==> config.mk <==
export PLATFORM = sky130hd
export DESIGN_NAME = sram_rd_arbiter
export DESIGN_NICKNAME = d
export VERILOG_FILES = /design/src/rtl/sram_rd_arbiter.sv
export SDC_FILE = /design/constraint.sdc
export NUM_CORES = 1
export LEC_CHECK = 0
export CORE_ASPECT_RATIO = 0.5
export CORE_MARGIN = 2
export CORE_UTILIZATION = 38
export DETAILED_ROUTE_END_ITERATION = 8
export PLACE_DENSITY = 0.81
export SLEW_MARGIN = 30
export SYNTH_ARGS = -nofsm -noshare
export SYNTH_HDL_FRONTEND = slang
export SYNTH_SLANG_ARGS = --single-unit
==> constraint.sdc <==
create_clock -name clk -period 1.3 [get_ports clk]
set_input_delay 0.195 -clock clk [delete_from_list [all_inputs] [get_ports clk]]
set_output_delay 0.195 -clock clk [all_outputs]
set_load 0.01 [all_outputs]
==> src/rtl/sram_rd_arbiter.sv <==
// Round-robin two-port read arbiter/sequencer for an asynchronous-read SRAM macro.
// Grants one request, holds the address WAIT_CYCLES clocks, captures data and pulses rvalid.
module sram_rd_arbiter #(
    parameter int ADDR_W      = 10,
    parameter int DATA_W      = 8,
    parameter int WAIT_CYCLES = 1,
    parameter int CNT_W       = 4
) (
    input  logic              clk,
    input  logic              rst_n,
    input  logic              req0,
    input  logic [ADDR_W-1:0] addr0,
    input  logic              req1,
    input  logic [ADDR_W-1:0] addr1,
    output logic [DATA_W-1:0] rdata,
    output logic              rvalid0,
    output logic              rvalid1,
    output logic              busy,
    output logic [ADDR_W-1:0] mem_addr,
    input  logic [DATA_W-1:0] mem_rdata
);

    typedef enum logic [1:0] {IDLE, WAIT, RESP} state_t;

    state_t             state_q, state_d;
    logic [CNT_W-1:0]   cnt_q, cnt_d;
    logic               win_q, win_d;     // recorded winner: 0 = port 0, 1 = port 1
    logic               ptr_q, ptr_d;     // 1 = port 1 favoured on contention
    logic [ADDR_W-1:0]  mem_addr_q, mem_addr_d;
    logic [DATA_W-1:0]  rdata_q, rdata_d;
    logic               rvalid0_q, rvalid0_d;
    logic               rvalid1_q, rvalid1_d;
    logic               busy_q, busy_d;
    logic               grant1;

    always_ff @(posedge clk or negedge rst_n) begin
        if (!rst_n) begin
            state_q    <= IDLE;
            cnt_q      <= '0;
            win_q      <= 1'b0;
            ptr_q      <= 1'b0;
            mem_addr_q <= '0;
            rdata_q    <= '0;
            rvalid0_q  <= 1'b0;
            rvalid1_q  <= 1'b0;
            busy_q     <= 1'b0;
        end else begin
            state_q    <= state_d;
            cnt_q      <= cnt_d;
            win_q      <= win_d;
            ptr_q      <= ptr_d;
            mem_addr_q <= mem_addr_d;
            rdata_q    <= rdata_d;
            rvalid0_q  <= rvalid0_d;
            rvalid1_q  <= rvalid1_d;
            busy_q     <= busy_d;
        end
    end

    // Port 1 wins when it is the only requester or when the pointer favours it.
    assign grant1 = req1 & (~req0 | ptr_q);

    always_comb begin
        state_d    = state_q;
        cnt_d      = cnt_q;
        win_d      = win_q;
        ptr_d      = ptr_q;
        mem_addr_d = mem_addr_q;
        rdata_d    = rdata_q;
        rvalid0_d  = 1'b0;
        rvalid1_d  = 1'b0;
        case (state_q)
            IDLE: begin
                if (req0 | req1) begin
                    win_d      = grant1;
                    ptr_d      = ~grant1;
                    mem_addr_d = grant1 ? addr1 : addr0;
                    cnt_d      = CNT_W'(WAIT_CYCLES);
                    state_d    = WAIT;
                end
            end
            WAIT: begin
                cnt_d = cnt_q - CNT_W'(1);
                if (cnt_q == CNT_W'(1)) begin
                    rdata_d   = mem_rdata;
                    rvalid0_d = ~win_q;
                    rvalid1_d = win_q;
                    state_d   = RESP;
                end
            end
            RESP:    state_d = IDLE;
            default: state_d = IDLE;
        endcase
        busy_d = (state_d != IDLE);
    end

    assign rdata    = rdata_q;
    assign rvalid0  = rvalid0_q;
    assign rvalid1  = rvalid1_q;
    assign busy     = busy_q;
    assign mem_addr = mem_addr_q;

endmodule

## Yosys cells after proc, flatten, opt, wreduce, memory -nomap -nowiden

Cells that the tools add are included.

| cells by class | value |
|---|---|
| equality and inequality tests | 3 |
| bitwise operators | 6 |
| multiplexer cells | 10 |
| add/subtract/negate cells | 1 |
| reductions and logical operators | 6 |

Operators by type and width:

| kind | count |
|---|---|
| 10-bit two-way mux | 1 |
| 4-bit one-hot mux with 2 select lines | 1 |
| 2-bit AND reduction | 3 |
| 4-bit by 1-bit equality test with 1-bit output (second input constant) | 1 |
| 1-bit two-way mux | 4 |
| 2-bit two-way mux | 2 |
| 4-bit two-way mux | 1 |
| 2-bit one-hot mux with 2 select lines | 1 |
| 2-bit nonzero test | 2 |
| 4-bit by 1-bit subtractor with 4-bit output (second input constant) | 1 |
| 1-bit inverter | 3 |
| 2-bit by 1-bit equality test with 1-bit output (second input constant) | 1 |
| 2-bit zero test | 1 |
| 2-bit != test (second input constant) | 1 |
| 1-bit OR | 2 |
| 1-bit AND | 1 |

| word-level totals | value |
|---|---|
| output and inout port bits | 21 |
| bits in registers | 29 |
| word-level logic and storage cells | 35 |
| input bits | 32 |

## Depth between registers and ports, before layout

| depth | value |
|---|---|
| word-level depth | 4 |
| gate-level depth with buffers | 6 |
| depth with buffers taken out | 5 |

## Worst setup path before layout

Ideal clock, no wire load.

| timing path | value |
|---|---|
| path kind | flip-flop to flip-flop |
| start point | register cnt_q[0] |
| end point | register rdata_q[0] (netlist: rdata[0]) |
| stages on the path, launching flop included | 6 |
| data required time | 1.175 ns |
| arrival time | 1.266 ns |
| buffers on the path | 1 |
| clock period less this slack | 1.392 ns |
| library setup time | 0.125 ns |
| path slack | -0.092 ns |
| path through | dfrtp_1 -> ha_1 -> nor3b_2 -> nand2_1 -> buf_6 -> mux2_4 |

| on the way | value |
|---|---|
| word-level cells in the longest chain between the ends | 2 |

RTL lines:

| item | line | RTL |
|---|---|---|
| from (decl) | 26 | `logic [CNT_W-1:0] cnt_q, cnt_d;` |
| from (signal assigned) | 49 | `cnt_q <= cnt_d;` |
| 4-bit by 1-bit equality test with 1-bit output | 84 | `if (cnt_q == CNT_W'(1)) begin` |
| 2-bit AND reduction (no source line) | -- |  |
| to (signal assigned) | 53 | `rdata_q <= rdata_d;` |
| to (decl) | 30 | `logic [DATA_W-1:0] rdata_q, rdata_d;` |

No other way between the ends.
A chain may end at the register's enable or synchronous reset.

## Worst setup path after layout

| timing path | value |
|---|---|
| start point | register cnt_q[1] |
| end point | register rdata_q[2] (netlist: rdata[2]) |

The elaborated chain is that of the path after synthesis.

==> metrics.cfg <==
[run_status]
run_status=finished with violations
violations=setup timing

[synth]
syn_inst=120
syn_nets=154
synth-seq-cells=29
ys_warn_count=0
synth.distinct_cells=23
avgSynthCellArea_um2=10.86
ys_seq_area_share_pct=55.66
syn-cell-area_um2=1304

[floorplan]
fp.dieArea_um2=3944
die_h_um=45.42
io_pins=53
core_um2=3136
chipWidth_um=86.84
rows=14
start_util_pct=41.58

[place]
port_buffers=52
dp_hpwl_um=2664
post-place-ws_ns=-0.2369
placed_area_um2=2007
globalplace.congestion=0.7665

[critical_path]
path_max_fanout=4
setup.worst_path.start_class=register
end_kind=register
critical_path_class=reg2reg
required_ns=1.47
cp.arrival_ns=1.60

[grt]
grt_pass1_wl_um=5540
grt_antenna_before_repair=0
grt-ovfl-total=0
track_usage_pct=19.93
grt_pass1_vias=1241
grt_max_degree=30

[detailed_routing]
first_iter_violations=47
viasPerCell=5.188
wl_um=3713
dr.pass1.iters=4
wl_per_cell_um=15.54
drtAntennaViolNets=0
routed-via-count=1240
route.detailed.drc=0

[final_layout]
final-seq-area_um2=725.7
final_area_um2=2175
final_core_util_pct=69.35
drive_gt1_share_pct=26.63
diodes=0
fillCellCount=225
syn2layout_area_growth_pct=66.80
nNetsFinal=232
multi_input_area_um2=573.1

[timing]
timing.fmax_mhz=701.5
slew_violations=0
hold_viol=0
fin_ws_ns=-0.1255
worst-slew-pin-transition_ns=0.3377
rsz0062_at_grt=yes
setup_viol=8
post-route-period-util_pct=109.7
fin_crit_ns=1.425
worst_clock_skew_ns=0.005021
relSlewSlack_pct=77.44

[power]
powerDensity_nw_per_um2=2168
leakage_nw=0.9863
ir_worst_vdd_mv=0.7397

[cts]
numCtsBuffers=5
cts_tree=built
htreeDepth=2
clk_latency_ns=0.29
clk_pin_slew_ns=0.06
clock_sinks=29
root_buffer=clkbuf_8
cts_buffer_depth=2

[min_path]
hold_path_class=in2async

[job]
drv_cap=0

[layer usage]
metal / part of all wire, % / routed length, um / GRT usage, %
met3: 5.9 / 218 / 7.065
met5: 0 / 0 / 0
met2: 51 / 1910 / 35.42
met1: 40 / 1484 / 21.51
met4: 2.7 / 99 / 10.94
[cell type report]
type                       instances  area share, %
clock inverter                     3         0.8055
inverter                           6          1.036
sequential                        29          33.37
multi-input combinational         78          26.35
timing repair buffer              78          32.97
clock buffer                       5          3.165
tap                               40          2.301
[cells by family after synthesis]
logic type,Yosys count,share of synthesized area (%)
compound gates,38,16.22
flops,29,55.66
simple gates,28,11.13
buf+inv,13,4.606
mux,10,10.46
fa+ha+maj,2,1.919
[metrics by stage]
step                instances  hold WS [ns]  power (W)  TNS (ns)
detailed placement        226        0.4282   0.003925    -3.845
finish                    239        0.2602   0.004714   -0.9487
CTS                       238        0.2634   0.004584   -0.9972
floorplan                 120       -0.1006   0.002687   -0.5941
global route              239        0.2744   0.005017    -1.505
global placement          226        0.4133   0.003813    -3.139
[registers in the layout, indices dropped and copies added, names as in the netlist]
name      flops
busy          1
cnt_q         4
mem_addr     10
ptr_q         1
rdata         8
rvalid0       1
rvalid1       1
state_q       2
win_q         1
[cells in the final DEF, fill, tap and decap left out, types with 3 or more instances in the layout]
cell and n:
inv_1 5, nand3_1 11, buf_4 20, nor2_4 3, dfrtp_1 29, buf_6 4
clkdlybuf4s50_1 31, clkbuf_8 5, dlygate4sd2_1 21, a21oi_1 11, o21ai_0 11, o21ai_1 3
mux2_4 7, a31oi_1 10, nand2_1 3
[path summary, 6_finish.rpt]
check	from	end	slack [ns]	cells past startpoint
worst min register to register	win_q	rvalid0	0.48	1
max in group asynchronous	rst_n	mem_addr[1]	0.88	2
worst min-delay path	rst_n	mem_addr[8]	0.26	2
min in group clk	win_q	rvalid0	0.48	1
worst max register to register	cnt_q[1]	rdata[2]	-0.13	6
worst max-delay path	cnt_q[1]	rdata[2]	-0.13	6
[report_power, final]
group / internal [W] / total (W) / leakage (nW) / switching [W]
sequential: 0.00134 / 0.00161 / 0.338 / 0.000267
combinational: 0.00131 / 0.00237 / 0.605 / 0.00106
clock: 0.000368 / 0.000730 / 0.0439 / 0.000362
[critical path, stage by stage (launching register included)]
cell,delay [ns]
dfrtp_1,0.38
inv_2,0.08
ha_4,0.12
nor3b_4,0.20
nand2_2,0.09
buf_6,0.14
mux2_4,0.29
[what timing repair did]
item	CTS	global route
setup buffers	4	0
hold buffers	0	0
gates cloned	0	1
setup endpoints to repair	29	23
resized for setup	28	15
pin swaps	1	1
[Yosys cell counts]
library cell	n	share of area, %
a21oi_1	11	4.2
a31oi_1	10	4.8
buf_2	3	1.2
buf_6	1	0.86
clkbuf_1	3	0.86
dfrtp_1	29	56
ha_1	2	1.9
inv_1	6	1.7
mux2_2	1	0.86
mux2_4	7	8.1
mux2i_1	2	1.5
nand2_1	4	1.2
nand2b_1	2	0.96
nand3_1	11	4.2
nor2_1	5	1.4
nor2b_1	2	0.96
nor3b_2	1	0.96
nor4_1	1	0.48
o21a_1	1	0.58
o21ai_0	14	5.4
o21bai_1	1	0.58
o2bb2ai_1	1	0.67
or2_2	2	0.96
Power figures use the tool's default switching activity.
